--- src/rtl/sm_uart_pkg.sv ---
// rtl/sm_uart_pkg.sv - shared constants, state encodings and helpers for the UART command receiver
package sm_uart_pkg;

  localparam int CLKS_PER_BIT_DEFAULT = 434;

  localparam logic [7:0] ASCII_N    = 8'h4E;
  localparam logic [7:0] ASCII_P    = 8'h50;
  localparam logic [7:0] ASCII_D    = 8'h44;
  localparam logic [7:0] ASCII_HASH = 8'h23;
  localparam logic [7:0] ASCII_0    = 8'h30;
  localparam logic [7:0] ASCII_9    = 8'h39;

  typedef enum logic [1:0] {
    CMD_NODE = 2'b00,
    CMD_PICK = 2'b01,
    CMD_DEPO = 2'b10
  } cmd_code_e;

  typedef enum logic [2:0] {
    IDLE,
    START,
    DATA,
    STOP,
    WAIT_HIGH
  } rx_state_e;

  typedef enum logic [1:0] {
    P_IDLE,
    P_D1,
    P_D2,
    P_END
  } parse_state_e;

  function automatic logic is_cmd_char(input logic [7:0] b);
    return (b == ASCII_N) || (b == ASCII_P) || (b == ASCII_D);
  endfunction

  function automatic cmd_code_e cmd_of_char(input logic [7:0] b);
    case (b)
      ASCII_P: return CMD_PICK;
      ASCII_D: return CMD_DEPO;
      default: return CMD_NODE;
    endcase
  endfunction

  function automatic logic is_digit(input logic [7:0] b);
    return (b >= ASCII_0) && (b <= ASCII_9);
  endfunction

  // tens*10 + units as shift-and-add; 99 fits in 7 bits
  function automatic logic [6:0] node_of(input logic [3:0] d1, input logic [3:0] d2);
    logic [6:0] t;
    t = {3'b000, d1};
    return (t << 3) + (t << 1) + {3'b000, d2};
  endfunction

endpackage

--- src/rtl/sm_uart_rx_byte.sv ---
// rtl/sm_uart_rx_byte.sv - rx synchroniser and 8N1 byte receiver with framing-error detection
module sm_uart_rx_byte
  import sm_uart_pkg::*;
#(
  parameter int CLKS_PER_BIT = CLKS_PER_BIT_DEFAULT
) (
  input  logic       clk_50M,
  input  logic       rst,
  input  logic       rx,
  output logic [7:0] byte_data,
  output logic       byte_valid,
  output logic       frame_err
);

  localparam int CW = $clog2(CLKS_PER_BIT);
  localparam logic [CW-1:0] HALF_M1 = CW'(CLKS_PER_BIT / 2 - 1);
  localparam logic [CW-1:0] FULL_M1 = CW'(CLKS_PER_BIT - 1);

  logic            rx_meta;
  logic            rx_sync;
  rx_state_e       state;
  logic [CW-1:0]   cnt;
  logic [2:0]      bit_idx;
  logic [7:0]      shreg;

  always_ff @(posedge clk_50M or posedge rst) begin
    if (rst) begin
      rx_meta <= 1'b1;
      rx_sync <= 1'b1;
    end else begin
      rx_meta <= rx;
      rx_sync <= rx_meta;
    end
  end

  always_ff @(posedge clk_50M or posedge rst) begin
    if (rst) begin
      state      <= IDLE;
      cnt        <= '0;
      bit_idx    <= '0;
      shreg      <= '0;
      byte_data  <= '0;
      byte_valid <= 1'b0;
      frame_err  <= 1'b0;
    end else begin
      byte_valid <= 1'b0;
      frame_err  <= 1'b0;
      case (state)
        IDLE: begin
          cnt     <= '0;
          bit_idx <= '0;
          if (!rx_sync) state <= IDLE == IDLE ? START : IDLE;
        end
        // mid-start-bit recheck rejects short low glitches
        START: begin
          if (cnt == HALF_M1) begin
            cnt   <= '0;
            state <= rx_sync ? IDLE : DATA;
          end else begin
            cnt <= cnt + 1'b1;
          end
        end
        DATA: begin
          if (cnt == FULL_M1) begin
            cnt     <= '0;
            shreg   <= {rx_sync, shreg[7:1]};
            bit_idx <= bit_idx + 1'b1;
            if (bit_idx == 3'd7) state <= STOP;
          end else begin
            cnt <= cnt + 1'b1;
          end
        end
        STOP: begin
          if (cnt == FULL_M1) begin
            cnt <= '0;
            if (rx_sync) begin
              byte_data  <= shreg;
              byte_valid <= 1'b1;
              state      <= IDLE;
            end else begin
              frame_err <= 1'b1;
              state     <= WAIT_HIGH;
            end
          end else begin
            cnt <= cnt + 1'b1;
          end
        end
        WAIT_HIGH: begin
          if (rx_sync) state <= IDLE;
        end
        default: state <= IDLE;
      endcase
    end
  end

endmodule

--- src/rtl/sm_uart_cmd_rx.sv ---
// rtl/sm_uart_cmd_rx.sv - parses four-byte ASCII command frames (cmd, tens, units, '#') from the UART
module sm_uart_cmd_rx
  import sm_uart_pkg::*;
#(
  parameter int CLKS_PER_BIT = CLKS_PER_BIT_DEFAULT
) (
  input  logic       clk_50M,
  input  logic       rst,
  input  logic       rx,
  output logic [7:0] byte_data,
  output logic       byte_valid,
  output logic       cmd_valid,
  output logic [1:0] cmd_code,
  output logic [6:0] cmd_node,
  output logic       err
);

  logic         frame_err;
  parse_state_e p_state;
  cmd_code_e    code_q;
  logic [3:0]   d1_q;
  logic [3:0]   d2_q;
  logic         byte_is_cmd;
  cmd_code_e    byte_cmd;
  logic         bad_byte;

  sm_uart_rx_byte #(
    .CLKS_PER_BIT(CLKS_PER_BIT)
  ) u_rx_byte (
    .clk_50M    (clk_50M),
    .rst        (rst),
    .rx         (rx),
    .byte_data  (byte_data),
    .byte_valid (byte_valid),
    .frame_err  (frame_err)
  );

  assign byte_is_cmd = is_cmd_char(byte_data);
  assign byte_cmd    = cmd_of_char(byte_data);

  always_comb begin
    bad_byte = 1'b0;
    case (p_state)
      P_D1, P_D2: bad_byte = !is_digit(byte_data);
      P_END:      bad_byte = (byte_data != ASCII_HASH);
      default:    bad_byte = 1'b0;
    endcase
  end

  always_ff @(posedge clk_50M or posedge rst) begin
    if (rst) begin
      p_state   <= P_IDLE;
      code_q    <= CMD_NODE;
      d1_q      <= '0;
      d2_q      <= '0;
      cmd_valid <= 1'b0;
      cmd_code  <= '0;
      cmd_node  <= '0;
      err       <= 1'b0;
    end else begin
      cmd_valid <= 1'b0;
      err       <= 1'b0;
      if (frame_err) begin
        err     <= 1'b1;
        p_state <= P_IDLE;
      end else if (byte_valid) begin
        // a misplaced command char starts a fresh frame instead of being lost
        if (bad_byte) begin
          err <= 1'b1;
          if (byte_is_cmd) begin
            code_q  <= byte_cmd;
            p_state <= P_D1;
          end else begin
            p_state <= P_IDLE;
          end
        end else begin
          case (p_state)
            P_IDLE: begin
              if (byte_is_cmd) begin
                code_q  <= byte_cmd;
                p_state <= P_D1;
              end
            end
            P_D1: begin
              d1_q    <= byte_data[3:0];
              p_state <= P_D2;
            end
            P_D2: begin
              d2_q    <= byte_data[3:0];
              p_state <= P_END;
            end
            P_END: begin
              cmd_code  <= code_q;
              cmd_node  <= node_of(d1_q, d2_q);
              cmd_valid <= 1'b1;
              p_state   <= P_IDLE;
            end
            default: p_state <= P_IDLE;
          endcase
        end
      end
    end
  end

endmodule

--- config.mk ---
export PLATFORM = sky130hd
export DESIGN_NAME = sm_uart_cmd_rx
export DESIGN_NICKNAME = d
export VERILOG_FILES = /design/src/rtl/sm_uart_pkg.sv /design/src/rtl/sm_uart_rx_byte.sv /design/src/rtl/sm_uart_cmd_rx.sv
export SDC_FILE = /design/constraint.sdc
export NUM_CORES = 1
export LEC_CHECK = 0
export ABC_CLOCK_PERIOD_IN_PS = 6400
export CORE_ASPECT_RATIO = 0.6
export CORE_MARGIN = 1.5
export CORE_UTILIZATION = 63
export DETAILED_ROUTE_END_ITERATION = 12
export PLACE_DENSITY = 0.85
export SETUP_SLACK_MARGIN = 0.1
export SYNTH_ARGS = -nofsm -noshare
export SYNTH_HDL_FRONTEND = slang
export SYNTH_HIERARCHICAL = 1
export SYNTH_SLANG_ARGS = --single-unit
--- constraint.sdc ---
create_clock -name clk_50M -period 6.4 [get_ports clk_50M]
set_input_delay 1.92 -clock clk_50M [delete_from_list [all_inputs] [get_ports clk_50M]]
set_output_delay 1.92 -clock clk_50M [all_outputs]
set_load 0.01 [all_outputs]
Word level (Yosys, flattened, before mapping) --
Index checks and enable logic that the tools add are counted.
Word-level totals: register bits after elaboration 58, output and inout port bits 20
Operators by class: $add $sub $neg 4, order comparisons 2, equality and inequality tests 21, multiplexer cells 38, bitwise logic cells 2, reduce and logical (&&, ||, !) cells 21
Operators with widths (number):
- $pmux 9 s3 | 1
- $eq 8x7->1 const B | 3
- $mux 3 | 8
- $mux 9 | 2
- $mux 2 | 8
- $pmux 3 s5 | 1
- $mux 1 | 14
- $reduce_and 4->1 | 3
- $ne 2x1->1 const B | 5
- $add 9x1->9 const B | 1
- $eq 9x8->1 const B | 1
- $eq 9x9->1 const B | 1
- $ge 8x6->1 const B | 1
- $le 8x6->1 const B | 1
- $ne 8x6->1 const B | 1
- $pmux 2 s4 | 1
- $add 7x4->7 | 1
- $add 7x5->7 | 1
- $eq 3x2->1 const B | 2
- $eq 3x3->1 const B | 2
- $pmux 3 s2 | 1
- $reduce_and 2->1 | 3
- $reduce_and 3->1 | 2
- $reduce_and 6->1 | 1
- other kinds (17) | 23

Logic depth before layout (Yosys ltp) --
Gate-level depths: netlist of the first run.
depth after elaboration 8, depth in mapped cells 7, gate-level depth less buffers 7

Modules after synthesis --
The synthesis of the first run kept the hierarchy.
Modules (own cells, without submodules):
- sm_uart_rx_byte | instances 1, cells an instance 149, area an instance 1699.1 um^2
- sm_uart_cmd_rx | instances 1, cells an instance 109, area an instance 1383.8 um^2

Least setup slack after synthesis of the first run --
No wires, ideal clock.
kind register to output, from reg u_rx_byte.byte_data[1], to out byte_data[1], arrival 466 ps, path slack 4014 ps, cell stages (with the launch flop) 1, buffers on the path 0, cells stage by stage dfrtp_1
RTL lines:
- start: declaration | line sm_uart_rx_byte.sv:10 | output logic [7:0] byte_data,
- start signal: assignment | line sm_uart_rx_byte.sv:77 | byte_data <= shreg;
- end: declaration | line sm_uart_cmd_rx.sv:10 | output logic [7:0] byte_data,
No word-level cell between the ends.

Final worst setup path of the first run --
from reg u_rx_byte.byte_data[2], to out byte_data[2]
No word-level cell between the ends.

==> results of run 1 <==
[how the worst min path moves through the flow]
stage | start | endpoint | slack [ns] | cells past startpoint
2_1_floorplan | u_rx_byte/rx_meta | u_rx_byte/rx_sync | 0.35 | 0
3_3_place_gp | u_rx_byte/rx_meta | u_rx_byte/rx_sync | 0.35 | 0
3_5_place_dp | u_rx_byte/rx_meta | u_rx_byte/rx_sync | 0.35 | 0
4_1_cts | u_rx_byte/rx_meta | u_rx_byte/rx_sync | 0.36 | 0
5_1_grt | u_rx_byte/rx_meta | u_rx_byte/rx_sync | 0.36 | 0
6_report | u_rx_byte/rx_meta | u_rx_byte/rx_sync | 0.36 | 0
[logic make-up (layout without fill, tap and decap cells)]
kind of cell	count (synthesis)	count (layout)	synth area share (%)
adders and majority gates	19	19	8.20
xor gates and xnor gates	5	5	1.42
buffers and inverters	23	54	3.12
muxes	37	37	14.4
and+or+nand+nor	72	72	14.8
DFF	58	58	47.2
AOI/OAI and AO/OA	44	44	10.8
[flip-flops by register name, indices dropped and copies added (netlist names), 2 cells and up]
register and count:
code_q 2, u_rx_byte/bit_idx 3, cmd_code 2, d2_q 4, d1_q 4, u_rx_byte/state 3
p_state 2, u_rx_byte/shreg 8, cmd_node 7, u_rx_byte/cnt 9, u_rx_byte/byte_data 8
[where the power goes]
part | switching, mW | internal [mW]
clock | 0.131 | 0.157
combinational | 0.00733 | 0.00175
sequential | 0.000576 | 0.368
[cell usage after synthesis, drive strengths merged (2+ instances only)]
cell | number | area [um^2]
dfrtp | 56 | 1400
mux2 | 33 | 405
nor2 | 20 | 106
ha | 17 | 213
inv | 15 | 56.3
nand2 | 15 | 56.3
a21oi | 12 | 71.3
o21ai | 11 | 66.3
nor3 | 7 | 35.0
nand3 | 6 | 35.0
buf | 4 | 25.0
mux2i | 4 | 40.0
a21o | 3 | 22.5
clkbuf | 3 | 11.3
nand4 | 3 | 18.8
nor2b | 3 | 18.8
or4b | 3 | 33.8
xnor2 | 3 | 26.3
a211oi | 2 | 27.5
a21boi | 2 | 18.8
a41oi | 2 | 25.0
and3 | 2 | 12.5
dfstp | 2 | 52.6
fa | 2 | 40.0
nand3b | 2 | 15.0
nand4b | 2 | 32.5
o22ai | 2 | 12.5
xor2 | 2 | 17.5
[through the flow]
stage	std cells	area (um^2)	hold slack, ns	utilization [%]
after floorplan	258	3080	0.345	-
after global placement	337	3350	0.348	72.3
after detailed placement	337	3350	0.352	72.3
after CTS	352	3520	0.362	76.0
after global routing	352	3520	0.365	76.0
final	352	3520	0.360	76.0
[layout make-up]
cell class              instances  area [um^2]
fillers                       312         1110
clock buffers                  12          155
clock inverters                 3         15.0
repair buffers                 23          228
inverters                      16         60.1
flip-flops and latches         58         1450
multi-input cells             177         1530
well taps                      63         78.8
[per-layer routing]
metal	track usage, %	wire length (um)	vias up
met5	0	0	-
met1	36.5	2830	1036
met3	7.87	318	8
li1	-	-	986
met4	8.44	62	0
met2	36.5	2540	61
==> results.py, run 1 <==
metrics = {
    "critical_path": {
        "critPathLaunch": "u_rx_byte/byte_data[2]",
        "cp_cell_sequence": "clkdlybuf4s50_1",
        "cp.buffers_inverters": 1,
        "crit_slowest_cell": "clkdlybuf4s50_1",
        "critPathKind": "reg2out",
        "reg2regPathDepth": 6,
        "r2r_slack_ns": 4.11,
        "cp.depth": 1,
        "critical_path_required_ns": 4.48,
        "crit_path_end_kind": "primary output",
        "cp-endpoint": "byte_data[2]",
        "regToRegEndpoint": "cmd_node[6]",
        "crit_arrival_ns": 1.47,
        "reg2reg_from": "d1_q[0]",
        "crit_family": "buffers and inverters",
        "startpoint_type": "register",
        "slowest_delay_ns": 0.61,
        "path_max_fanout": 10,
    },
    "timing": {
        "fin_crit_sh_pct": 53.0,
        "setup_ws_ns": 3.01,
        "final.min_clock_period_ns": 3.39,
        "rsz0062_at_grt": "no",
        "drv_slew": 0,
        "fmax_mhz": 295,
        "slew_headroom_pct": 43.7,
        "hold_viol": 0,
        "fin_worst_skew_ns": 0.00529,
        "worst_pin_slew_ns": 0.844,
        "tns_ns": 0,
        "finalSetupViolations": 0,
    },
    "route": {
        "first_pass_iters": 4,
        "viasPerCell": 5.94,
        "drtAntennaViolNets": 0,
        "num_vias": 2091,
        "drcViolationCount": 0,
        "postRouteWirelength_um": 5750,
        "avgRoutedWirePerCell_um": 16.3,
        "drt_iter0_markers": 119,
    },
    "clock_tree": {
        "cts_buffer_depth": 2,
        "holdBufCountCts": 0,
        "clock-sinks": 58,
        "cts_setup_buffers": 0,
        "cts_tree": "built",
        "clk_pin_slew_ns": 0.06,
        "cts_buffers": 9,
        "htreeDepth": 3,
        "cts_root_buffer": "clkbuf_8",
        "post_cts_resize_count": 0,
        "clock_latency_ns": 0.32,
    },
    "die": {
        "core_area_um2": 4640,
        "fp.dieW_um": 93.3,
        "chipHeight_um": 57.2,
        "num_rows": 19,
        "ios": 23,
        "start_util_pct": 66.5,
        "fp.dieArea_um2": 5340,
    },
    "logic_synthesis": {
        "synth_edf_count": 0,
        "yosys_warnings": 6,
        "ys_ff_latch": 58,
        "seq_area_frac_synth_pct": 47.2,
        "syn_nets": 280,
        "avgSynthCellArea_um2": 11.9,
        "netlist-cell-type-count": 62,
        "synthArstFlopShare_pct": 100,
        "synth_area_um2": 3080,
        "syn_inst": 258,
        "ys.flop_type": "dfrtp_1",
    },
    "grt": {
        "grt_pass1_vias": 1992,
        "grt-ovfl-total": 0,
        "grt_max_degree": 36,
        "grt_pass1_wl_um": 9980,
        "grt_antenna_before_repair": 0,
        "grt.total_usage_pct": 25.2,
    },
    "power_and_ir_drop": {
        "total_power_mw": 0.666,
        "power_density_nw_per_um2": 189,
        "peakVddDrop_uv": 150,
        "leakagePower_nw": 1.65,
    },
    "final_layout": {
        "n_antenna_cell": 0,
        "drive_gt1_share_pct": 21.8,
        "layout_common_cells": "dfrtp_1 (56), clkdlybuf4s50_1 (22), mux2_2 (18)",
        "areaGrowthSynthToFinish_pct": 14.3,
        "fin_nets": 307,
        "mostFrequentLayoutCell": "dfrtp_1",
    },
    "run_status": {
        "status": "finished clean",
    },
    "placed_design": {
        "port_buffers": 22,
        "pre_cts_ws_ns": 3.36,
        "hpwl_um": 4160,
        "place_congestion": 0.838,
    },
    "flow_run": {
        "drv_cap": 0,
    },
    "worst_hold_path": {
        "hp-class": "reg2reg",
    },
}
Power figures use the tool's default switching activity.
==> run 2, diff against run 1 <==
--- a/config.mk
+++ b/config.mk
@@ -5,12 +5,12 @@
 export SDC_FILE = /design/constraint.sdc
 export NUM_CORES = 1
 export LEC_CHECK = 0
-export ABC_CLOCK_PERIOD_IN_PS = 6400
+export ABC_CLOCK_PERIOD_IN_PS = 2700
 export CORE_ASPECT_RATIO = 0.6
 export CORE_MARGIN = 1.5
-export CORE_UTILIZATION = 63
+export CORE_UTILIZATION = 53
 export DETAILED_ROUTE_END_ITERATION = 12
-export PLACE_DENSITY = 0.85
+export PLACE_DENSITY = 0.76
 export SETUP_SLACK_MARGIN = 0.1
 export SYNTH_ARGS = -nofsm -noshare
 export SYNTH_HDL_FRONTEND = slang
==> constraint.sdc (replaced) <==
create_clock -name clk_50M -period 2.7 [get_ports clk_50M]
set_input_delay 0.81 -clock clk_50M [delete_from_list [all_inputs] [get_ports clk_50M]]
set_output_delay 0.81 -clock clk_50M [all_outputs]
set_load 0.01 [all_outputs]
==> run 2 against run 1 <==
Compared with the run above:
- clock power grew 140%
- utilization shrank 12 points
- wire length grew 2.4%
- design area grew 1.1%
- clock skew shrank 0.0015 ns
- critical path depth is the same
- clock-buffer cell count shrank 1
- sequential power grew 140%
- die area grew 18%
- worst setup slack lost 2.6 ns
- largest cell class unchanged
==> results.py, run 2 (synthesis gave the netlist of run 1 again) <==
metrics = {
    "timing": {
        "fmax_mhz": 433,
        "drv_slew": 0,
        "slew_headroom_pct": 62.5,
        "setup_ws_ns": 0.392,
        "finalSetupViolations": 0,
        "tns_ns": 0,
        "fin_crit_sh_pct": 85.5,
        "hold_viol": 0,
        "final.min_clock_period_ns": 2.31,
        "rsz0062_at_grt": "no",
        "fin_worst_skew_ns": 0.00383,
        "worst_pin_slew_ns": 0.554,
    },
    "power_and_ir_drop": {
        "switching_share_pct": 22.9,
        "intPower_mw": 1.23,
        "p_seq_share_pct": 54.8,
        "power_density_nw_per_um2": 447,
        "peakVddDrop_uv": 309,
        "clkPwrFrac_pct": 43.7,
        "p_sw_mw": 0.364,
        "power_frac_comb_pct": 1.5,
        "leakagePower_nw": 1.65,
        "total_power_mw": 1.59,
    },
    "clock_tree": {
        "cts_setup_buffers": 0,
        "post_cts_resize_count": 0,
        "cts_buffers": 9,
        "clock_latency_ns": 0.34,
        "cts_tree": "built",
        "clk_pin_slew_ns": 0.06,
        "holdBufCountCts": 0,
        "clock-sinks": 58,
        "htreeDepth": 3,
        "cts_buffer_depth": 2,
        "cts_root_buffer": "clkbuf_8",
    },
    "final_layout": {
        "n_antenna_cell": 0,
        "layout_common_cells": "dfrtp_1 (56), clkdlybuf4s50_1 (22), mux2_2 (18)",
        "drive_gt1_share_pct": 22.6,
        "largest_register": "u_rx_byte/cnt",
        "largest_register_ffs": 9,
        "mostFrequentLayoutCell": "dfrtp_1",
        "reg_top3": "u_rx_byte/cnt (9), u_rx_byte/byte_data (8), u_rx_byte/shreg (8)",
        "fin_nets": 309,
        "stdcell_area_um2": 3560,
        "instances_no_fill": 372,
        "areaGrowthSynthToFinish_pct": 15.5,
    },
    "critical_path": {
        "cp_cell_sequence": "clkdlybuf4s50_1",
        "crit_slowest_cell": "clkdlybuf4s50_1",
        "path_max_fanout": 9,
        "critical_path_required_ns": 1.89,
        "critPathKind": "reg2out",
        "crit_family": "buffers and inverters",
        "crit_arrival_ns": 1.50,
        "crit_path_end_kind": "primary output",
        "cp.buffers_inverters": 1,
        "slowest_delay_ns": 0.62,
        "startpoint_type": "register",
    },
    "grt": {
        "grt-ovfl-total": 0,
        "grt.met1_usage_pct": 30.4,
        "grt_pass1_wl_um": 9690,
        "grt_antenna_before_repair": 0,
        "grt.total_usage_pct": 21.0,
        "grt_max_degree": 36,
        "grt_use_met3_pct": 6.04,
        "gr-max-usage-layer": "met1",
        "grt_pass1_vias": 1980,
        "met2_usage_pct": 29.4,
    },
    "worst_hold_path": {
        "hp-class": "reg2reg",
    },
    "flow_run": {
        "drv_cap": 0,
    },
    "run_status": {
        "status": "finished clean",
    },
    "die": {
        "chipHeight_um": 62.1,
        "core_area_um2": 5600,
        "start_util_pct": 55.1,
        "fp.dieW_um": 101,
        "num_rows": 21,
        "ios": 23,
        "fp.dieArea_um2": 6300,
    },
    "route": {
        "postRouteWirelength_um": 5890,
        "drt_iter0_markers": 102,
        "drcViolationCount": 0,
        "drtAntennaViolNets": 0,
        "viasPerCell": 5.47,
        "avgRoutedWirePerCell_um": 15.8,
        "num_vias": 2036,
        "first_pass_iters": 4,
    },
    "placed_design": {
        "place_congestion": 0.902,
        "dp.cells": 356,
        "pre_cts_ws_ns": 0.428,
        "port_buffers": 22,
        "hpwl_um": 4220,
        "postPlaceCellArea_um2": 3390,
    },
}
[run 2: cell count changes in the layout (fill, tap and decap cells not counted), sizes merged]
cell      change
clkbuf        -1
buf           +2
clkinvlp      +2
[run 2: worst paths after layout]
check,to,slack (ns),depth (start not counted),start
min in group asynchronous,d1_q[1],0.86,3,rst
worst min-delay path,u_rx_byte/rx_sync,0.36,0,u_rx_byte/rx_meta
max in group asynchronous,u_rx_byte/rx_meta,1.43,3,rst
worst max register to register,cmd_node[6],0.44,6,d1_q[0]
worst max-delay path,byte_data[1],0.39,1,u_rx_byte/byte_data[1]
worst min register to register,u_rx_byte/rx_sync,0.36,0,u_rx_byte/rx_meta
[run 2: per-stage QoR]
step           hold slack, ns  util, %
2_1_floorplan           0.345        -
3_3_place_gp            0.350     60.6
3_5_place_dp            0.347     60.6
4_1_cts                 0.360     63.6
5_1_grt                 0.365     63.6
6_report                0.358     63.6
[run 2: cell type report]
type | count | area (um^2)
repair buffers | 25 | 243
clock buffers | 11 | 141
fillers | 448 | 2040
inverters | 16 | 60.1
clock inverters | 5 | 30.0
flip-flops and latches | 58 | 1450
multi-input cells | 177 | 1530
well taps | 80 | 100
[run 2: power groups by stage]
stage               clock (mW)  combinational (mW)  sequential [mW]
global route             0.753              0.0283            0.873
global placement             0              0.0250            0.889
detailed placement           0              0.0256            0.889
CTS                      0.722              0.0257            0.873
finish                   0.696              0.0239            0.873
floorplan                    0              0.0139            0.889
[run 2: metal layers]
metal	vias up	wire, um
met5	-	0
met4	0	95
met3	9	256
met2	46	2460
met1	993	3070
li1	988	-
